==> config.mk <==
export PLATFORM = sky130hd
export DESIGN_NAME = keypad_sequencer
export DESIGN_NICKNAME = d
export VERILOG_FILES = /design/src/rtl/keypad_sequencer.sv
export SDC_FILE = /design/constraint.sdc
export NUM_CORES = 1
export LEC_CHECK = 0
export CORE_UTILIZATION = 53
export CTS_BUF_LIST = sky130_fd_sc_hd__clkbuf_16
export CTS_CLUSTER_SIZE = 24
export DETAILED_ROUTE_END_ITERATION = 8
export PLACE_DENSITY = 0.87
export SYNTH_ARGS = -nofsm -noshare
export SYNTH_HDL_FRONTEND = slang
export SYNTH_SLANG_ARGS = --single-unit
==> constraint.sdc <==
create_clock -name clk -period 5.4 [get_ports clk]
set_input_delay 0.81 -clock clk [delete_from_list [all_inputs] [get_ports clk]]
set_output_delay 0.81 -clock clk [all_outputs]
set_load 0.05 [all_outputs]
==> src/rtl/keypad_sequencer.sv <==
// keypad_sequencer: keypad digit collection, passcode check, unlock/error/alarm sequencing with lockout.
// Optional entry inactivity timeout is compiled in when KEYPAD_TIMEOUT_EN is defined.
module keypad_sequencer #(
  parameter int UNLOCK_CYCLES  = 8,
  parameter int MAX_FAIL       = 3,
  parameter int LOCKOUT_CYCLES = 16,
  parameter int TIMEOUT_CYCLES = 32
) (
  input  logic        clk,
  input  logic        reset,
  input  logic        key_valid,
  input  logic [3:0]  key_code,
  input  logic [15:0] pass_code,
  output logic [3:0]  digit4,
  output logic [3:0]  digit3,
  output logic [3:0]  digit2,
  output logic [3:0]  digit1,
  output logic        load,
  output logic        unlock,
  output logic        error,
  output logic        alarm,
  output logic [2:0]  digit_cnt,
  output logic [2:0]  fail_cnt
);
`ifdef KEYPAD_TIMEOUT_EN
  localparam bit TO_EN = 1'b1;
`else
  localparam bit TO_EN = 1'b0;
`endif
  localparam int MAX_UL = UNLOCK_CYCLES > LOCKOUT_CYCLES ? UNLOCK_CYCLES : LOCKOUT_CYCLES;
  localparam int MAXC   = MAX_UL > TIMEOUT_CYCLES ? MAX_UL : TIMEOUT_CYCLES;
  localparam int TW     = MAXC > 1 ? $clog2(MAXC) : 1;

  typedef enum logic [2:0] {IDLE, ENTRY, CHECK, GRANT, FAIL, LOCKOUT} state_t;

  state_t        state_q, state_d;
  logic [15:0]   entry_q, entry_d;
  logic [2:0]    cnt_q, cnt_d, fail_q, fail_d;
  logic [TW-1:0] tmr_q, tmr_d;
  logic          load_q, load_d, unlock_q, unlock_d, error_q, error_d, alarm_q, alarm_d;

  wire is_dig = key_valid && key_code <= 4'd9;
  wire is_clr = key_valid && key_code == 4'hA;
  wire is_ent = key_valid && key_code == 4'hB;
  wire tmr_z  = tmr_q == '0;

  assign {digit4, digit3, digit2, digit1} = entry_q;
  assign digit_cnt = cnt_q;
  assign fail_cnt  = fail_q;
  assign load      = load_q;
  assign unlock    = unlock_q;
  assign error     = error_q;
  assign alarm     = alarm_q;

  // next-state and next-output decode; every output is produced one edge ahead so it is registered
  always_comb begin
    state_d  = state_q;
    entry_d  = entry_q;
    cnt_d    = cnt_q;
    fail_d   = fail_q;
    tmr_d    = tmr_q;
    load_d   = 1'b0;
    unlock_d = 1'b0;
    error_d  = 1'b0;
    alarm_d  = 1'b0;
    case (state_q)
      IDLE: if (is_dig) begin
        state_d = ENTRY;
        entry_d = {12'h000, key_code};
        cnt_d   = 3'd1;
        tmr_d   = TW'(TIMEOUT_CYCLES - 1);
      end
      ENTRY: begin
        if (is_ent) begin
          state_d = CHECK;
          load_d  = 1'b1;
        end else if (is_clr) begin
          state_d = IDLE;
          entry_d = '0;
          cnt_d   = '0;
        end else if (is_dig) begin
          entry_d = cnt_q < 3'd4 ? {entry_q[11:0], key_code} : entry_q;
          cnt_d   = cnt_q < 3'd4 ? cnt_q + 3'd1 : cnt_q;
          tmr_d   = TW'(TIMEOUT_CYCLES - 1);
        end else if (TO_EN) begin
          state_d = tmr_z ? IDLE : ENTRY;
          entry_d = tmr_z ? '0 : entry_q;
          cnt_d   = tmr_z ? '0 : cnt_q;
          tmr_d   = tmr_z ? tmr_q : tmr_q - TW'(1);
        end
      end
      CHECK: if (cnt_q == 3'd4 && entry_q == pass_code) begin
        state_d  = GRANT;
        unlock_d = 1'b1;
        fail_d   = '0;
        tmr_d    = TW'(UNLOCK_CYCLES - 1);
      end else begin
        state_d = FAIL;
        error_d = 1'b1;
        fail_d  = fail_q >= 3'(MAX_FAIL) ? 3'(MAX_FAIL) : fail_q + 3'd1;
        entry_d = '0;
        cnt_d   = '0;
      end
      GRANT: begin
        state_d  = tmr_z ? IDLE : GRANT;
        unlock_d = !tmr_z;
        entry_d  = tmr_z ? '0 : entry_q;
        cnt_d    = tmr_z ? '0 : cnt_q;
        tmr_d    = tmr_z ? tmr_q : tmr_q - TW'(1);
      end
      FAIL: begin
        state_d = fail_q == 3'(MAX_FAIL) ? LOCKOUT : IDLE;
        alarm_d = fail_q == 3'(MAX_FAIL);
        tmr_d   = TW'(LOCKOUT_CYCLES - 1);
      end
      LOCKOUT: begin
        state_d = tmr_z ? IDLE : LOCKOUT;
        alarm_d = !tmr_z;
        fail_d  = tmr_z ? '0 : fail_q;
        tmr_d   = tmr_z ? tmr_q : tmr_q - TW'(1);
      end
      default: state_d = IDLE;
    endcase
  end

  // state and output registers, cleared asynchronously so reset aborts any unlock or alarm at once
  always_ff @(posedge clk or posedge reset) begin
    if (reset) begin
      state_q  <= IDLE;
      entry_q  <= '0;
      cnt_q    <= '0;
      fail_q   <= '0;
      tmr_q    <= '0;
      load_q   <= 1'b0;
      unlock_q <= 1'b0;
      error_q  <= 1'b0;
      alarm_q  <= 1'b0;
    end else begin
      state_q  <= state_d;
      entry_q  <= entry_d;
      cnt_q    <= cnt_d;
      fail_q   <= fail_d;
      tmr_q    <= tmr_d;
      load_q   <= load_d;
      unlock_q <= unlock_d;
      error_q  <= error_d;
      alarm_q  <= alarm_d;
    end
  end
endmodule

### Word level (Yosys, flattened, before mapping)

Cells that the tools add are included.

| operators by class | value |
|---|---|
| $lt $le $gt $ge | 3 |
| bitwise gates (word level) | 0 |
| shift-type cells | 0 |
| add/subtract/negate cells | 3 |
| multiplexer cells | 39 |
| multipliers | 0 |
| reductions and logical operators | 15 |
| eq/ne operators | 21 |
| div/mod/pow operators | 0 |

Operator list:

| cell | count |
|---|---|
| 16-bit 2-to-1 mux | 7 |
| 16-bit case mux with 4 select lines | 1 |
| 3-bit 2-to-1 mux | 14 |
| 5-bit 2-to-1 mux | 5 |
| 5-bit case mux with 5 select lines | 1 |
| 3-bit case mux with 6 select lines | 1 |
| 16-bit equality test | 1 |
| 2-bit != test, second input constant | 8 |
| 3-bit case mux with 4 select lines | 1 |
| 3-bit by 2-bit equality test with 1-bit output, second input constant | 3 |
| 3-bit equality test, second input constant | 3 |
| 3-bit != test, second input constant | 3 |
| 4-bit equality test, second input constant | 2 |
| 7-bit AND reduction | 1 |
| 3-bit by 1-bit adder with 3-bit output, second input constant | 2 |
| 3-bit case mux with 2 select lines | 1 |
| 5-bit logical NOT | 1 |
| 1-bit 2-to-1 mux | 5 |
| 5-bit AND reduction | 1 |
| 5-bit nonzero test | 1 |
| 5-bit by 1-bit subtractor with 5-bit output, second input constant | 1 |
| 4-bit less-or-equal comparator, second input constant | 1 |
| 1-bit logical AND | 4 |
| 1-bit case mux with 2 select lines | 2 |
| 10 further kinds | 11 |

| word-level totals | value |
|---|---|
| memories | 0 |
| latch bits | 0 |
| memory bits (writable) | 0 |
| logic and storage cells | 90 |
| input bits | 23 |
| ROM bits | 0 |
| bits in registers | 34 |

### Longest topological paths before layout

Gate-level depths: netlist (run 1).

| depth | value |
|---|---|
| word-level depth | 6 |
| mapped depth | 10 |
| depth with buffers taken out | 8 |

### Least setup slack after synthesis (run 1)

Ideal clock, no wire load.

| path | value |
|---|---|
| kind | reg-to-reg |
| start point | reg cnt_q[0], in the netlist digit_cnt[0] |
| end point | reg entry_q[1] |
| path slack | 2.884 ns |
| period minus slack after synthesis | 2.516 ns |
| stages on the path, launching flop included | 11 |
| arrival time | 2.437 ns |
| required time | 5.321 ns |
| library setup time | 0.079 ns |
| cells stage by stage | dfrtp_1 -> inv_1 -> ha_1 -> nand2_1 -> a2111oi_2 -> o2111ai_1 -> or4_4 -> nand3_2 -> buf_6 -> buf_12 -> mux2i_1 |

| on the way | value |
|---|---|
| cells in the longest elaborated chain, start to end | 4 |
| elaborated cells on any way between the ends | 6 |

Ends and longest elaborated chain:

| item | line | text |
|---|---|---|
| start: declaration | 38 | `logic [2:0] cnt_q, cnt_d, fail_q, fail_d;` |
| start signal: assignment | 141 | `cnt_q <= cnt_d;` |
| branches (longest 3 deep; another with 3-bit less-than comparator) | -- |  |
| 7-bit AND reduction (no line) (*) | -- |  |
| end signal: assignment | 140 | `entry_q <= entry_d;` |
| end: declaration | 37 | `logic [15:0] entry_q, entry_d;` |

Every way passes the cells marked *.
A chain may end at the register's enable or synchronous reset.

### Worst setup path in the final report (run 1)

| path | value |
|---|---|
| start point | in pass_code[10] |
| end point | reg entry_q[3] |

| on the way | value |
|---|---|
| cells in the longest elaborated chain, start to end | 4 |

Ends and longest elaborated chain:

| item | line | text |
|---|---|---|
| start: declaration | 13 | `input logic [15:0] pass_code,` |
| 16-bit equality test | 92 | `CHECK: if (cnt_q == 3'd4 && entry_q == pass_code) begin` |
| 1-bit logical AND | 92 |  |
| 2-bit != test (no line) | -- |  |
| 7-bit AND reduction (no line) | -- |  |

No other way between the ends.

==> impl_metrics.py, run 1 <==
metrics = {
    "power_and_ir_drop": {
        "clkPwrFrac_pct": 16.6,
        "switchingPower_w": 0.0007619,
        "cellLeakagePower_nw": 1.252,
        "power.total_w": 0.001591,
        "powerDensity_mw_per_mm2": 616.8,
        "switching_share_pct": 47.88,
        "combPwrFrac_pct": 54.5,
        "ir_worst_vdd_mv": 0.5105,
        "p_seq_share_pct": 28.9,
        "intPower_w": 0.0008295,
    },
    "die": {
        "io_pins": 49,
        "start_util_pct": 57.00,
        "die_h_um": 62.61,
        "core_mm2": 0.003416,
        "die_area_mm2": 0.003920,
        "fp.dieW_um": 62.61,
        "fp-row-count": 21,
    },
    "finish": {
        "area_growth_pct": 32.52,
        "drive_gt1_share_pct": 5.000,
        "fin_nets": 288,
        "diodes": 0,
        "design_area_mm2": 0.002580,
        "final_common_cell": "clkdlybuf4s50_1",
        "fin_cells": 306,
        "most-common-layout-cells": "clkdlybuf4s50_1, dfrtp_1, nand2_1, inv_1, mux2i_1",
    },
    "placement": {
        "place_hpwl_um": 3149,
        "placed_cells": 298,
        "gp_congestion": 0.8081,
        "place_area_mm2": 0.002442,
        "portBuffers": 48,
    },
    "cts": {
        "cts_buffer_depth": 2,
        "cts_root_buf": "clkbuf_16",
        "postCtsSetupBuffers": 0,
        "post_cts_resized": 0,
        "numCtsBuffers": 5,
        "cts_tree": "yes",
        "clock_latency_ps": 280,
        "htreeDepth": 2,
        "cts.sinks": 34,
        "hold_buffers": 0,
        "clk_pin_slew_worst_paths_ps": 50,
    },
    "sta": {
        "finalSetupViolations": 0,
        "rsz0062_at_grt": "no",
        "finalCritPeriodShare_pct": 53.92,
        "finalSetupTns_ps": 0,
        "max_slew.worst_pin.slew_ps": 624.5,
        "timing.final.crit_period_ps": 2912,
        "whs_ps": 487.7,
        "slew_headroom_pct": 58.32,
        "maxSlewViolCount": 0,
        "hold_viol_final": 0,
        "max_freq_mhz": 343.5,
        "fin_skew_ps": 1.908,
    },
    "critical_path": {
        "r2r_cells": 8,
        "cp_num_buf_inv": 1,
        "critPathLaunchType": "input pin",
        "crit_chain": "clkdlybuf4s50_1 -> nor2b_1 -> a2111oi_2 -> o2111ai_1 -> or4_4 -> nand3_2 -> mux2i_1",
        "cp.required_ps": 5580,
        "path_class": "input pin to flop",
        "arrival_ps": 3100,
        "path_max_fanout": 19,
        "critPathCaptureType": "flop",
        "critical_path.top_delay_family": "simple AND/OR/NAND/NOR gates",
        "cp_num_cells": 7,
        "worst_path_max_delay_cell": "or4_4",
        "worst-r2r-setup-slack_ps": 2780,
        "cpPeakStageDelay_ps": 480,
    },
    "run": {
        "max_cap_viol_count": 0,
    },
    "outcome": {
        "outcome": "completed",
    },
    "yosys": {
        "synth.area.top_cells": "dfrtp_1, mux2i_1, xor2_1, nand2_1, inv_1",
        "avgSynthCellArea_um2": 9.271,
        "netlist_area_mm2": 0.001947,
        "yosysSeqAreaShare_pct": 43.70,
        "ys_ff_latch": 34,
        "ys_types": 39,
        "synth_warnings": 0,
        "yosys.area.top_type": "dfrtp_1",
        "netlist.area_leader.share_pct": 43.70,
        "synth_nets": 239,
        "syn_inst": 210,
    },
    "routing": {
        "post_drt_wl_per_cell_um": 14.20,
        "via_count": 1616,
        "drt-pass1-iter-count": 4,
        "vias_per_cell": 5.281,
        "first_iter_violations": 65,
        "drt_wl_total_um": 4346,
        "drcViolationCount": 0,
        "ant_nets": 0,
    },
    "min_path": {
        "holdPathStages": 1,
        "min_path_type": "flop to flop",
    },
    "global_route": {
        "gr-total-overflow": 0,
        "grt_max_degree": 35,
        "grt_pass1_vias": 1581,
        "antenna_found_initial": 0,
        "grt_pass1_wl_um": 7665,
        "grt.total_usage_pct": 25.55,
    },
}
==> state kept, by name (all words and copies together) (netlist names) <==
| signal | flops |
|---|---|
| alarm | 1 |
| digit_cnt | 3 |
| entry_q | 16 |
| error | 1 |
| fail_cnt | 3 |
| load | 1 |
| state_q | 3 |
| tmr_q | 5 |
| unlock | 1 |
==> worst reg2reg max path: cells and delay by family, from the launching register on <==
family          cells  cell delay (ps)
simple gates        3             1000
compound gates      2              590
mux                 1              280
buf+inv             1              110
fa+ha+maj           1              160
flops               1              390
==> area by class of cell <==
type | instances | area [um2]
inverters | 27 | 101.3
clock inverters | 3 | 12.51
fillers | 248 | 835.8
clock buffers | 5 | 125.1
well taps | 46 | 57.56
repair buffers | 49 | 488.0
flip-flops and latches | 34 | 850.8
multi-input cells | 142 | 944.7
==> power groups by stage <==
stage / Clock (W) / Sequential [W] / Combinational, W
2_1_floorplan: 0 / 0.000681 / 0.000403
3_3_place_gp: 0 / 0.000457 / 0.000844
3_5_place_dp: 0 / 0.000460 / 0.000862
4_1_cts: 0.000268 / 0.000459 / 0.000869
5_1_grt: 0.000280 / 0.000476 / 0.000939
6_report: 0.000264 / 0.000461 / 0.000867
==> logic make-up (layout without fill, tap and decap cells) <==
group | after synthesis | count (layout) | share of synthesized area (%)
multiplexers | 18 | 18 | 9.254
adder cells (fa/ha/maj) | 6 | 6 | 3.856
XOR/XNOR | 13 | 13 | 5.848
AO/OA/AOI/OAI | 38 | 38 | 12.79
flip-flops | 34 | 34 | 43.70
AND/OR/NAND/NOR | 67 | 67 | 16.77
buffers and inverters | 34 | 84 | 7.777
==> per-stage QoR <==
step / util (%) / worst slack, ps
2_1_floorplan: - / 2884
3_3_place_gp: 71.50 / 2278
3_5_place_dp: 71.50 / 2178
4_1_cts: 75.53 / 2468
5_1_grt: 75.53 / 2286
6_report: 75.53 / 2488
==> cell usage after synthesis, drive strengths merged <==
| cell | number |
|---|---|
| a2111oi | 1 |
| a211o | 1 |
| a211oi | 2 |
| a21o | 2 |
| a21oi | 11 |
| a22oi | 1 |
| a32oi | 2 |
| and2 | 1 |
| buf | 2 |
| clkbuf | 5 |
| dfrtp | 34 |
| ha | 6 |
| inv | 27 |
| mux2i | 18 |
| nand2 | 28 |
| nand2b | 4 |
| nand3 | 4 |
| nand3b | 1 |
| nand4 | 1 |
| nand4b | 1 |
| nor2 | 13 |
| nor2b | 3 |
| nor3 | 4 |
| nor4 | 3 |
| o2111ai | 1 |
| o211a | 1 |
| o21a | 1 |
| o21ai | 11 |
| o22a | 1 |
| o2bb2ai | 2 |
| o31ai | 1 |
| or2 | 2 |
| or3 | 1 |
| or4 | 1 |
| xor2 | 13 |
==> routing by layer <==
layer	wire length [um]	global-route usage, %	vias to the layer above
met5	0	0	-
met4	55	8.140	0
met3	195	6.569	5
met2	2087	39.40	39
met1	2008	35.07	769
li1	-	-	803
==> worst paths after layout <==
path | start | to
max | pass_code[10] | entry_q[3]
min | tmr_q[0] | tmr_q[0]
max reg2reg | digit_cnt[0] | entry_q[3]
min reg2reg | tmr_q[0] | tmr_q[0]
max in group asynchronous | reset | entry_q[13]
min in group asynchronous | reset | entry_q[0]
Power figures use the tool's default switching activity.
==> run 2, diff against run 1 <==
--- a/config.mk
+++ b/config.mk
@@ -5,11 +5,11 @@
 export SDC_FILE = /design/constraint.sdc
 export NUM_CORES = 1
 export LEC_CHECK = 0
-export CORE_UTILIZATION = 53
+export CORE_UTILIZATION = 49
 export CTS_BUF_LIST = sky130_fd_sc_hd__clkbuf_16
 export CTS_CLUSTER_SIZE = 24
 export DETAILED_ROUTE_END_ITERATION = 8
-export PLACE_DENSITY = 0.87
+export PLACE_DENSITY = 0.82
 export SYNTH_ARGS = -nofsm -noshare
 export SYNTH_HDL_FRONTEND = slang
 export SYNTH_SLANG_ARGS = --single-unit
==> constraint.sdc (replaced) <==
create_clock -name clk -period 3 [get_ports clk]
set_input_delay 0.45 -clock clk [delete_from_list [all_inputs] [get_ports clk]]
set_output_delay 0.45 -clock clk [all_outputs]
set_load 0.05 [all_outputs]
==> run 2 against run 1 <==
  * Non-clock buffer count increased by 2
  * Via count increased by 1.4%
  * Final cell count increased by 1.3%
  * Sequential cell count unchanged
  * Routed wire length increased by 0.69%
  * Critical path depth increased by 2
  * Register-to-register slack got worse by 2400 ps
  * Worst setup slack got worse by 2100 ps
  * Die area increased by 7.9%
  * Clock-buffer cell count unchanged
==> impl_metrics.py, run 2 (synthesized netlist as in run 1, its figures left out) <==
metrics = {
    "die": {
        "start_util_pct": 52.01,
        "fp.dieW_um": 65.04,
        "core_mm2": 0.003744,
        "io_pins": 49,
        "fp-row-count": 22,
        "die_h_um": 65.04,
        "die_area_mm2": 0.004230,
    },
    "global_route": {
        "antenna_found_initial": 0,
        "grt_pass1_vias": 1477,
        "grt_max_degree": 35,
        "grt_pass1_wl_um": 7010,
        "gr-total-overflow": 0,
        "grt.total_usage_pct": 22.38,
    },
    "routing": {
        "drt_wl_total_um": 4376,
        "ant_nets": 0,
        "via_count": 1638,
        "vias_per_cell": 5.284,
        "drcViolationCount": 0,
        "drt-pass1-iter-count": 4,
        "first_iter_violations": 82,
        "post_drt_wl_per_cell_um": 14.12,
    },
    "critical_path": {
        "r2r_cells": 9,
        "regToRegStartpoint": "digit_cnt[0]",
        "path_max_fanout": 14,
        "path_class": "flop to flop",
        "critical_path.top_delay_family": "simple AND/OR/NAND/NOR gates",
        "cpPeakStageDelay_ps": 490,
        "critPathCaptureType": "flop",
        "cp_num_buf_inv": 2,
        "arrival_ps": 2770,
        "cp_num_cells": 9,
        "cp.required_ps": 3190,
        "crit_start": "digit_cnt[0]",
        "crit_chain": "inv_1 -> ha_1 -> nand2_1 -> a2111oi_2 -> o2111ai_1 -> or4_4 -> nand3_2 -> buf_12 -> mux2i_1",
        "critPathLaunchType": "flop",
        "worst_path_max_delay_cell": "or4_4",
    },
    "finish": {
        "design_area_mm2": 0.002610,
        "drive_gt1_share_pct": 5.725,
        "regMostFlops": "entry_q",
        "largest_registers": "entry_q (16), tmr_q (5)",
        "final_common_cell": "clkdlybuf4s50_1",
        "diodes": 0,
        "most-common-layout-cells": "clkdlybuf4s50_1, dfrtp_1, nand2_1, inv_1, mux2i_1",
        "area_growth_pct": 34.06,
        "fin_nets": 290,
        "utilization_pct": 69.72,
        "largest_reg_flops": 16,
    },
    "cts": {
        "cts_buffer_depth": 2,
        "clock_latency_ps": 270,
        "cts_tree": "yes",
        "htreeDepth": 2,
        "postCtsSetupBuffers": 0,
        "clk_pin_slew_worst_paths_ps": 50,
        "hold_buffers": 0,
        "cts_root_buf": "clkbuf_16",
        "numCtsBuffers": 5,
        "cts.sinks": 34,
        "post_cts_resized": 0,
    },
    "sta": {
        "max_freq_mhz": 386.9,
        "finalCritPeriodShare_pct": 86.16,
        "hold_viol_final": 0,
        "fin_skew_ps": 3.545,
        "slew_headroom_pct": 66.02,
        "timing.final.crit_period_ps": 2585,
        "maxSlewViolCount": 0,
        "finalSetupTns_ps": 0,
        "finalSetupViolations": 0,
        "max_slew.worst_pin.slew_ps": 508.1,
        "fin_ws_ps": 415.1,
        "rsz0062_at_grt": "no",
    },
    "power_and_ir_drop": {
        "cellLeakagePower_nw": 1.266,
        "ir_worst_vdd_mv": 0.7676,
        "power.total_w": 0.002884,
        "powerDensity_mw_per_mm2": 1105,
    },
    "placement": {
        "gp_congestion": 0.8106,
        "place_area_mm2": 0.002472,
        "place_ws_ps": 215.2,
        "portBuffers": 48,
        "place_hpwl_um": 3365,
    },
    "min_path": {
        "min_path_type": "flop to flop",
        "holdCritStartpoint": "tmr_q[4]",
        "holdPathStages": 1,
    },
    "outcome": {
        "outcome": "completed",
    },
    "run": {
        "max_cap_viol_count": 0,
    },
}
run 2: cell count changes in the layout (fill, tap and decap cells not counted):
cell,before,now
buf_4,1,2
buf_12,0,1
run 2: area by class of cell:
class                   instances  area [um2]
flip-flops and latches         34       850.8
fillers                       310        1134
multi-input cells             142       944.7
repair buffers                 51       515.5
inverters                      27       101.3
clock inverters                 3       12.51
well taps                      48       60.06
clock buffers                   5       125.1
run 2: metrics by stage:
stage                     cells  hold slack [ps]
after global routing        310            507.0
after detailed placement    302            479.9
after global placement      302            476.2
after CTS                   310            494.5
after floorplan             210            452.8
final                       310            492.7
run 2: worst paths after layout:
path | endpoint | slack, ps
worst min-delay path | tmr_q[4] | 490
worst max-delay path | entry_q[2] | 420
worst min register to register | tmr_q[4] | 490
worst max register to register | entry_q[2] | 420
min in group asynchronous | tmr_q[1] | 580
max in group asynchronous | digit_cnt[2] | 2110
run 2: power by group:
| part | switching (W) | internal [W] | total (W) |
|---|---|---|---|
| Sequential | 0.000197 | 0.000627 | 0.000825 |
| Clock | 0.000170 | 0.000299 | 0.000469 |
| Combinational | 0.000999 | 0.000591 | 0.00159 |
| Total | 0.00137 | 0.00152 | 0.00288 |
run 2: routing by layer:
metal,global-route usage (%),vias up,share of wire (%)
li1,-,807,-
met1,29.26,777,43
met2,36.07,47,51
met3,4.049,7,3.8
met4,9.783,0,1.3
met5,0,-,0
run 2: worst reg2reg max path: stages, from the launching register on:
cell       delay (ps)
dfrtp_1           390
inv_1             110
ha_1              180
nand2_1            70
a2111oi_2         350
o2111ai_1         270
or4_4             490
nand3_2           210
buf_12            200
mux2i_1           230
==> run 3, diff against run 2 <==
--- a/config.mk
+++ b/config.mk
@@ -7,6 +7,7 @@
 export LEC_CHECK = 0
 export CORE_UTILIZATION = 49
 export CTS_BUF_LIST = sky130_fd_sc_hd__clkbuf_16
+export CTS_CLUSTER_DIAMETER = 200
 export CTS_CLUSTER_SIZE = 24
 export DETAILED_ROUTE_END_ITERATION = 8
 export PLACE_DENSITY = 0.82
==> results of run 3 <==
Final layout, timing and power as in run 2 (identical DEF).
